==> config.mk <==
export PLATFORM = sky130hd
export DESIGN_NAME = keypad_scanner
export DESIGN_NICKNAME = d
export VERILOG_FILES = /design/src/rtl/keypad_scanner.sv
export SDC_FILE = /design/constraint.sdc
export NUM_CORES = 1
export LEC_CHECK = 0
export CAP_MARGIN = 20
export CORE_MARGIN = 2
export CORE_UTILIZATION = 48
export CTS_CLUSTER_SIZE = 20
export DETAILED_ROUTE_END_ITERATION = 8
export PLACE_DENSITY = 0.73
export SLEW_MARGIN = 5
export SYNTH_ARGS = -nofsm -noshare
export SYNTH_HDL_FRONTEND = slang
export SYNTH_SLANG_ARGS = --single-unit
==> constraint.sdc <==
create_clock -name clock -period 1.8 [get_ports clock]
set_input_delay 0.27 -clock clock [delete_from_list [all_inputs] [get_ports clock]]
set_output_delay 0.27 -clock clock [all_outputs]
set_load 0.02 [all_outputs]
==> src/rtl/keypad_scanner.sv <==
// 4x4 matrix keypad scanner: drives one row low at a time, debounces the
// column response, and emits a one-cycle valid strobe with the accepted key code.
module keypad_scanner #(
    parameter int SCAN_DIV     = 4,
    parameter int DEBOUNCE_CNT = 3
) (
    input  logic       clock,
    input  logic       reset_n,
    input  logic [3:0] col,
    output logic [3:0] row,
    output logic [3:0] code,
    output logic       valid,
    output logic       key_down
);

    localparam int DIV_W = (SCAN_DIV > 1) ? $clog2(SCAN_DIV) : 1;
    localparam int DEB_W = $clog2(DEBOUNCE_CNT + 1);

    typedef enum logic [1:0] {
        SCAN,
        DEBOUNCE,
        HELD
    } state_t;

    state_t             state, state_n;
    logic [3:0]         col_meta, col_s;
    logic [DIV_W-1:0]   div_cnt;
    logic [1:0]         row_idx, row_idx_n;
    logic [DEB_W-1:0]   deb_cnt, deb_cnt_n, deb_inc;
    logic [3:0]         cand, cand_n;
    logic [3:0]         code_n;
    logic               valid_n, key_down_n;
    logic               sample, single, idle;
    logic [1:0]         col_idx;

    assign row     = ~(4'b0001 << row_idx);
    assign sample  = (div_cnt == DIV_W'(SCAN_DIV - 1));
    assign idle    = (col_s == 4'b1111);
    assign deb_inc = deb_cnt + 1'b1;

    always_comb begin
        single  = 1'b1;
        col_idx = 2'd0;
        unique case (col_s)
            4'b1110: col_idx = 2'd0;
            4'b1101: col_idx = 2'd1;
            4'b1011: col_idx = 2'd2;
            4'b0111: col_idx = 2'd3;
            default: single  = 1'b0;
        endcase
    end

    // NOTE: every output of this block gets a default first so no path leaves
    // a variable unassigned, which is what would otherwise infer a latch.
    always_comb begin
        state_n    = state;
        row_idx_n  = row_idx;
        deb_cnt_n  = deb_cnt;
        cand_n     = cand;
        code_n     = code;
        valid_n    = 1'b0;
        key_down_n = key_down;

        if (sample) begin
            unique case (state)
                SCAN: begin
                    if (single) begin
                        if (DEBOUNCE_CNT == 1) begin
                            code_n     = {row_idx, col_idx};
                            valid_n    = 1'b1;
                            key_down_n = 1'b1;
                            deb_cnt_n  = '0;
                            state_n    = HELD;
                        end else begin
                            cand_n    = {row_idx, col_idx};
                            deb_cnt_n = DEB_W'(1);
                            state_n   = DEBOUNCE;
                        end
                    end else begin
                        row_idx_n = row_idx + 2'd1;
                    end
                end
                DEBOUNCE: begin
                    if (single && (col_idx == cand[1:0])) begin
                        if (deb_inc == DEB_W'(DEBOUNCE_CNT)) begin
                            code_n     = cand;
                            valid_n    = 1'b1;
                            key_down_n = 1'b1;
                            deb_cnt_n  = '0;
                            state_n    = HELD;
                        end else begin
                            deb_cnt_n = deb_inc;
                        end
                    end else begin
                        // Bounce or a changed key: abandon the candidate silently.
                        deb_cnt_n = '0;
                        row_idx_n = row_idx + 2'd1;
                        state_n   = SCAN;
                    end
                end
                HELD: begin
                    if (idle) begin
                        if (deb_inc == DEB_W'(DEBOUNCE_CNT)) begin
                            key_down_n = 1'b0;
                            deb_cnt_n  = '0;
                            row_idx_n  = row_idx + 2'd1;
                            state_n    = SCAN;
                        end else begin
                            deb_cnt_n = deb_inc;
                        end
                    end else begin
                        deb_cnt_n = '0;
                    end
                end
                default: state_n = SCAN;
            endcase
        end
    end

    // NOTE: sequential state uses non-blocking assignments so every flop sees
    // the pre-edge values of the others, independent of statement order.
    always_ff @(posedge clock or negedge reset_n) begin
        if (!reset_n) begin
            col_meta <= 4'b1111;
            col_s    <= 4'b1111;
            div_cnt  <= '0;
            row_idx  <= 2'd0;
            deb_cnt  <= '0;
            cand     <= 4'h0;
            code     <= 4'h0;
            valid    <= 1'b0;
            key_down <= 1'b0;
            state    <= SCAN;
        end else begin
            col_meta <= col;
            col_s    <= col_meta;
            div_cnt  <= sample ? '0 : div_cnt + 1'b1;
            row_idx  <= row_idx_n;
            deb_cnt  <= deb_cnt_n;
            cand     <= cand_n;
            code     <= code_n;
            valid    <= valid_n;
            key_down <= key_down_n;
            state    <= state_n;
        end
    end

endmodule

## Word-level counts from Yosys, hierarchy flattened

Index checks and enable logic that the tools add are counted.

- Bits in registers: 26
- Logic and storage cells: 71
- Output and inout port bits: 10
- Input bits: 6

- Reduce and logical (&&, ||, !) cells: 11
- Bitwise logic cells: 1
- Equal/unequal tests: 18
- Add/sub/neg operators: 3
- Shifts and indexed selects: 1
- Mux-type cells: 27

Operator list:

| operator | number |
|---|---|
| 2-to-1 mux 2 bit | 13 |
| case mux 2 bit (3 select lines) | 4 |
| == test 4 bit (second input constant) | 4 |
| inequality test 2 bit (second input constant) | 7 |
| AND reduction 6 bit | 2 |
| 2-to-1 mux 1 bit | 9 |
| adder 2 x 1 -> 2 bit (second input constant) | 3 |
| == test 2 bit (second input constant) | 3 |
| AND reduction 3 bit | 2 |
| AND reduction 5 bit | 1 |
| == test 4 x 3 -> 1 bit (second input constant) | 1 |
| NOT 4 bit | 1 |
| AND reduction 4 bit | 1 |
| OR reduction 4 bit | 1 |
| << shifter 1 x 2 -> 4 bit (first input constant) | 1 |
| inequality test 3 bit (second input constant) | 1 |
| nonzero test 3 bit | 1 |
| == test 2 x 1 -> 1 bit (second input constant) | 1 |
| == test 2 bit | 1 |
| zero test 2 bit | 1 |
| case mux 1 bit (2 select lines) | 1 |
| nonzero test 2 bit | 1 |
| logical AND 1 bit | 1 |

## Longest topological paths before layout

Gate-level depths: netlist of the first run.

- Depth in word-level cells: 7
- Mapped depth: 7
- Mapped depth without buffers: 7

## Worst setup path before layout of the first run

OpenSTA, ideal clock, no wires.

- Path kind: register -> register
- Start point: register col_s[3]
- End point: register row_idx[1]
- Library setup time: 0.125 ns
- Cell stages (with the launch flop): 7
- Path slack: -0.153 ns
- Data required time: 1.675 ns
- Data arrival time: 1.828 ns
- Clock period less this slack: 1.953 ns
- Cells stage by stage: dfstp_2 > buf_6 > and4b_1 > a22oi_4 > a211oi_4 > a2111o_1 > mux2_4

- Longest elaborated chain between the ends: 6
- Elaborated cells on any way between the ends: 14

Ends and longest elaborated chain:

| item | RTL line | source |
|---|---|---|
| from (decl) | 26 | `logic [3:0] col_meta, col_s;` |
| from (signal assigned) | 136 | `col_s <= col_meta;` |
| == test 4 x 3 -> 1 bit or == test 4 bit (tied branches) | 44 | `unique case (col_s)` |
| case mux 2 bit (3 select lines) or OR reduction 4 bit (tied branches) | - |  |
| == test 2 bit or 2-to-1 mux 1 bit (tied branches) | 84, 44 |  |
| logical AND 1 bit | 84 | `if (single && (col_idx == cand[1:0])) begin` |
| inequality test 2 bit (no line) | - |  |
| AND reduction 6 bit (no line) * | - |  |
| to (signal assigned) | 138 | `row_idx <= row_idx_n;` |
| to (decl) | 28 | `logic [1:0] row_idx, row_idx_n;` |

Every way passes the cells marked *; elsewhere a longest branch is shown, timed or not.
A chain may end at the register's enable or synchronous reset.

## Worst setup path after layout of the first run

Same ends and word-level chain as after synthesis.

==> results of run 1 <==
synthesized netlist by cell type, types with 2 or more instances:
library cell and number:
nor2b_1 4, nand2_1 10, a21oi_1 2, inv_1 10
ha_1 9, dfstp_2 8, dfrtp_1 18, nor2_1 3
buf_4 2, xnor2_1 4, o221ai_1 2, o21ai_1 3
mux2_1 5, o31ai_1 2, nand3_1 2
logic make-up after synthesis:
logic type,Yosys count,share of synthesized area [%]
adders and majority gates,9,8.65
muxes,7,6.25
AOI/OAI and AO/OA,20,13.6
DFF,26,50.8
xor gates and xnor gates,4,2.69
buffers and inverters,14,5.19
and+or+nand+nor,28,12.9
flip-flops by register name, indices dropped and copies added, names as in the netlist:
register  cells
cand          4
col_meta      4
div_cnt       2
col_s         4
state         2
valid         1
key_down      1
code          4
deb_cnt       2
row_idx       2
worst paths after layout:
kind / endpoint / from / slack [ns]
hold reg to reg: col_s[0] / col_meta[0] / 0.36
setup / recovery: row_idx[1] / col_s[3] / -0.19
min in group clock: col_meta[2] / col[2] / 0.36
hold / removal: cand[2] / reset_n / 0.30
max in group asynchronous: col_s[3] / reset_n / 1.19
setup reg to reg: row_idx[1] / col_s[3] / -0.19
cell usage in the layout (no fill, tap or decap), types with 2 or more instances in the layout:
cell	n
clkbuf_4	3
nand2_1	10
dfrtp_1	17
clkdlybuf4s50_1	11
dfstp_2	8
buf_4	20
xnor2_2	2
inv_1	10
dlygate4sd2_1	3
o31ai_2	2
nand3_4	2
mux2_4	5
nor2_1	3
o21ai_1	3
nor2b_1	4
ha_1	9
buf_6	4
xnor2_1	2
timing repair:
action,in CTS,in global routing
pin swaps,7,6
buffers inserted,4,1
gates resized for setup,14,10
endpoints found under the setup margin,15,16
through the flow:
stage / TNS, ns / hold slack (ns) / cells / worst slack [ns]
floorplan: -0.437 / -0.0256 / 108 / -0.0819
global route: -2.44 / 0.309 / 178 / -0.260
finish: -1.21 / 0.305 / 178 / -0.192
CTS: -1.21 / 0.307 / 177 / -0.161
global placement: -0.636 / 0.347 / 169 / -0.0971
detailed placement: -1.37 / 0.347 / 169 / -0.167
cell type report:
type / instances / area [um^2]
multi-input combinational: 68 / 652
clock buffer: 4 / 26.3
sequential: 26 / 662
timing repair buffer: 39 / 342
tap: 30 / 37.5
fill: 202 / 762
inverter: 11 / 41.3
routing by layer:
metal	track usage, %	vias to the layer above	routed length, um
met1	20.6	451	1050
met4	4.76	0	44
li1	-	452	-
met3	5.12	6	115
met5	0	-	0
met2	27.9	27	1280
power groups by stage:
stage | logic [W] | clock network, W | registers (W)
4_1_cts | 0.000566 | 0.000254 | 0.000779
3_3_place_gp | 0.000527 | 0 | 0.000773
2_1_floorplan | 0.000335 | 0 | 0.000753
3_5_place_dp | 0.000552 | 0 | 0.000785
6_report | 0.000591 | 0.000237 | 0.000785
5_1_grt | 0.000659 | 0.000284 | 0.000800
critical path, delay by kind of cell (launching register included):
| kind | cells | cell delay (ns) |
|---|---|---|
| compound gates | 2 | 0.74 |
| mux | 1 | 0.32 |
| xor+xnor | 1 | 0.23 |
| flops | 1 | 0.61 |
==> out/metrics.cfg, run 1 <==
[power_and_ir_drop]
irDropWorstVdd_mv=0.751
p_total_w=0.00161
p_int_w=0.00106
seqPwrFrac_pct=48.7
power_frac_clock_pct=14.7
cellPowerDensity_nw_per_um2=916
power_frac_comb_pct=36.6
p_sw_share_pct=34.5
p_switching_w=0.000556
power.leakage_nw=0.825

[sta]
drv_slew=0
tightestPinTransition_ns=0.379
fin_skew_ns=0.0130
setup_viol=10
setup_ws_ns=-0.192
finalHoldViolCount=0
finalCritPeriodShare_pct=111
fmax_mhz=502
min_period_ns=1.99
rsz0062_at_grt=yes
maxSlewHeadroom_pct=74.5

[worst_hold_path]
hold_class=in2async

[finish]
final_util_pct=69.8
syn_to_final_growth_pct=35.3
finalNetCount=164
drive_gt1_share_pct=37.2
fin_area_um2=1760
num_antenna_cells=0

[clock_tree]
path_clk_slew_ns=0.13
cts-root-buf=clkbuf_4
h-tree-depth=1
clk_path_buf_depth=2
numCtsBuffers=3
cts_sinks=26
cts_tree=done
cts-hold-fix-buffers=0
clk_latency_ns=0.31

[critical_path]
critical_path_class=reg2reg
critPathArrivalTime_ns=2.21
cp_cell_sequence=xnor2_1 > o22ai_1 > a2111o_1 > mux2_4
start_kind=flip-flop
cp_slowest_cell=dfstp_2
critPathMaxStageDelay_ns=0.61
worst-r2r-cell-count=4
crit_path_end_kind=flip-flop
required_ns=2.02
crit_path_max_fanout=7

[floorplan]
start_util_pct=51.6
die-area_um2=3140
die_x_um=56.1
die_h_um=56.1
rows=18
io_pins=16
core_area_um2=2520

[drt]
ant_nets=0
dr.pass1.iters=4
wl_mm=2.49
drc=0
wl_per_cell_um=14.0
vias_per_cell=5.26
drt_iter0_drc=18
vias=936

[global_route]
grt_overflow_total=0
grt_pass1_wl_mm=4.10
grt_pass1_vias=944
antenna_found_initial=0
grt_max_degree=27
grtUsageTotal_pct=16.6

[yosys]
synth_cells=108
synth_area_leaders=dfrtp_1, dfstp_2, ha_1, mux2_1, inv_1
ys_types=39
syn_nets=123
synth_edf_count=0
yosys_warnings=0
syn_area_um2=1300
synth_top_area_share_pct=34.6
yosys.area.top_type=dfrtp_1
seq_area_frac_synth_pct=50.8
async_flop_share_pct=100
syn_avg_cell_area_um2=12.0
ys_ff_latch=26
ys.flop_type=dfrtp_1

[placement]
routabilityCongestion=0.858
place_area_um2=1610
hpwl_mm=1.75
io_buffers=15

[status]
outcome=finished, violations left
failed_checks=negative setup slack

[job]
cap_violations=0

Note: power is estimated with default switching activity, not from simulation.
==> inputs of run 2 (changes only) <==
CORE_UTILIZATION = 58   (was 48)
PLACE_DENSITY = 0.83   (was 0.73)
clock period = 2.6 ns   (was 1.8 ns; I/O delays follow)
==> run 2 against run 1 <==
  * The flow now finishes without violations
  * Sequential power is 32% lower
  * Critical path depth did not move
  * First-iteration DRC count is 11% higher
  * Worst setup slack better by 0.69 ns
  * Cell count fell by 14%
  * Clock power grew 16%
  * Clock-buffer cell count decreased by 1
  * Sequential share of layout area is 5.9 points higher
  * Flip-flop and latch count unchanged
  * Critical endpoint is now row[2]
==> out/metrics.cfg, run 2 (synthesis gave the netlist of run 1 again) <==
[power_and_ir_drop]
seqPwrFrac_pct=46.6
cellPowerDensity_nw_per_um2=754
p_switching_w=0.000361
p_int_w=0.000786
p_sw_share_pct=31.5
power.leakage_nw=0.693
power_frac_comb_pct=29.5
irDropWorstVdd_mv=0.521
power_frac_clock_pct=23.9

[floorplan]
core_area_um2=2170
die_x_um=51.4
rows=17
die_h_um=51.4
die-area_um2=2640
start_util_pct=60.0
io_pins=16

[placement]
dp.cells=149
place_area_um2=1470
io_buffers=15
routabilityCongestion=0.842
dp_slack_ns=0.583
hpwl_mm=1.69

[sta]
min_period_ns=2.10
setup_viol=0
finalCritPeriodShare_pct=80.7
tightestPinTransition_ns=0.579
maxSlewHeadroom_pct=61.3
tns_ns=0
drv_slew=0
setup_ws_ns=0.501
hold-worst-slack_ns=0.365
rsz0062_at_grt=no
finalHoldViolCount=0
fmax_mhz=477
fin_skew_ns=0.00567

[finish]
stdcell_count=153
fin_area_um2=1520
drive_gt1_share_pct=16.8
num_antenna_cells=0
finalNetCount=141
syn_to_final_growth_pct=16.8
layout_common_cells=dfrtp_1, clkdlybuf4s50_1, inv_1, nand2_1, ha_1
layout_commonest_cell=dfrtp_1

[global_route]
antenna_found_initial=0
grt_pass1_wl_mm=3.89
grt_pass1_vias=877
grt_max_degree=16
grt_overflow_total=0
grtUsageTotal_pct=20.3

[critical_path]
path_common_cell=inv_1
crit_path_end_kind=output pin
start_kind=flip-flop
critPathArrivalTime_ns=1.71
reg2reg_from=col_s[3]
critical_path_class=reg2out
cp_cell_sequence=inv_1 > ha_1 > inv_1 > clkdlybuf4s50_1
critPathMaxStageDelay_ns=0.59
worst-r2r-cell-count=5
crit_path_max_fanout=4
cp-startpoint=row_idx[0]
cp_slowest_cell=clkdlybuf4s50_1
reg2reg_to=row_idx[1]
required_ns=2.21
endpoint=row[2]
ff2ff_setup_slack_ns=0.53

[drt]
dr.pass1.iters=4
vias_per_cell=5.60
drt_iter0_drc=20
wl_per_cell_um=14.6
vias=857
ant_nets=0
wl_mm=2.24
drc=0

[clock_tree]
cts_setup_buffers=0
numCtsBuffers=3
cts-root-buf=clkbuf_4
path_clk_slew_ns=0.13
cts_tree=done
clk_latency_ns=0.32
ctsResizeCount=0
clk_path_buf_depth=2
h-tree-depth=1
cts-hold-fix-buffers=0
cts_sinks=26

[job]
cap_violations=0

[status]
outcome=finished clean

[worst_hold_path]
hold_class=reg2reg

run 2: cell count changes in the layout (fill, tap and decap cells not counted), sizes merged:
cell           delta
clkdlybuf4s15     -1
clkdlybuf4s50     +4
bufinv            +1
clkbuf            -1
dlygate4sd2       -3
buf              -23
run 2: worst min-delay path by stage:
| stage | cells past startpoint | start | slack, ns | endpoint |
|---|---|---|---|---|
| CTS | 0 | col_meta[3] | 0.37 | col_s[3] |
| floorplan | 0 | reset_n | 0.09 | cand[0] |
| detailed placement | 0 | col_meta[3] | 0.35 | col_s[3] |
| global route | 0 | col_meta[2] | 0.37 | col_s[2] |
| global placement | 0 | col_meta[2] | 0.35 | col_s[2] |
| finish | 0 | col_meta[0] | 0.37 | col_s[0] |
run 2: power groups by stage:
| stage | logic (W) | clock network, W | registers [W] |
|---|---|---|---|
| after global placement | 0.000326 | 0 | 0.000535 |
| after CTS | 0.000340 | 0.000277 | 0.000536 |
| after detailed placement | 0.000338 | 0 | 0.000543 |
| final | 0.000338 | 0.000274 | 0.000535 |
| after floorplan | 0.000231 | 0 | 0.000521 |
| after global routing | 0.000379 | 0.000291 | 0.000547 |
run 2: cell type report:
type	instances	area, um^2
clock buffers	3	22.5
clock inverters	1	30.0
fillers	169	649
inverters	11	41.3
multi-input cells	68	573
flip-flops and latches	26	661
well taps	28	35.0
repair buffers	16	158
run 2: critical path: cells and delay by family, from the launching register on:
kind | cells | cell delay, ns
adders and majority gates | 1 | 0.20
DFF | 1 | 0.44
buffers and inverters | 3 | 0.75
run 2: metrics by stage:
step	total power [W]	util, %
finish	0.00115	70.1
global route	0.00122	70.1
CTS	0.00115	70.1
detailed placement	0.000881	67.6
global placement	0.000860	67.6
floorplan	0.000753	-
run 2: metal layers:
layer	share of wire [%]	vias to the layer above	routed length, um	GRT usage, %
met5	0	-	0	0
met1	42	420	942	22.8
li1	-	406	-	-
met3	4.3	4	97	3.51
met2	52	27	1160	37.8
met4	1.4	0	31	7.46
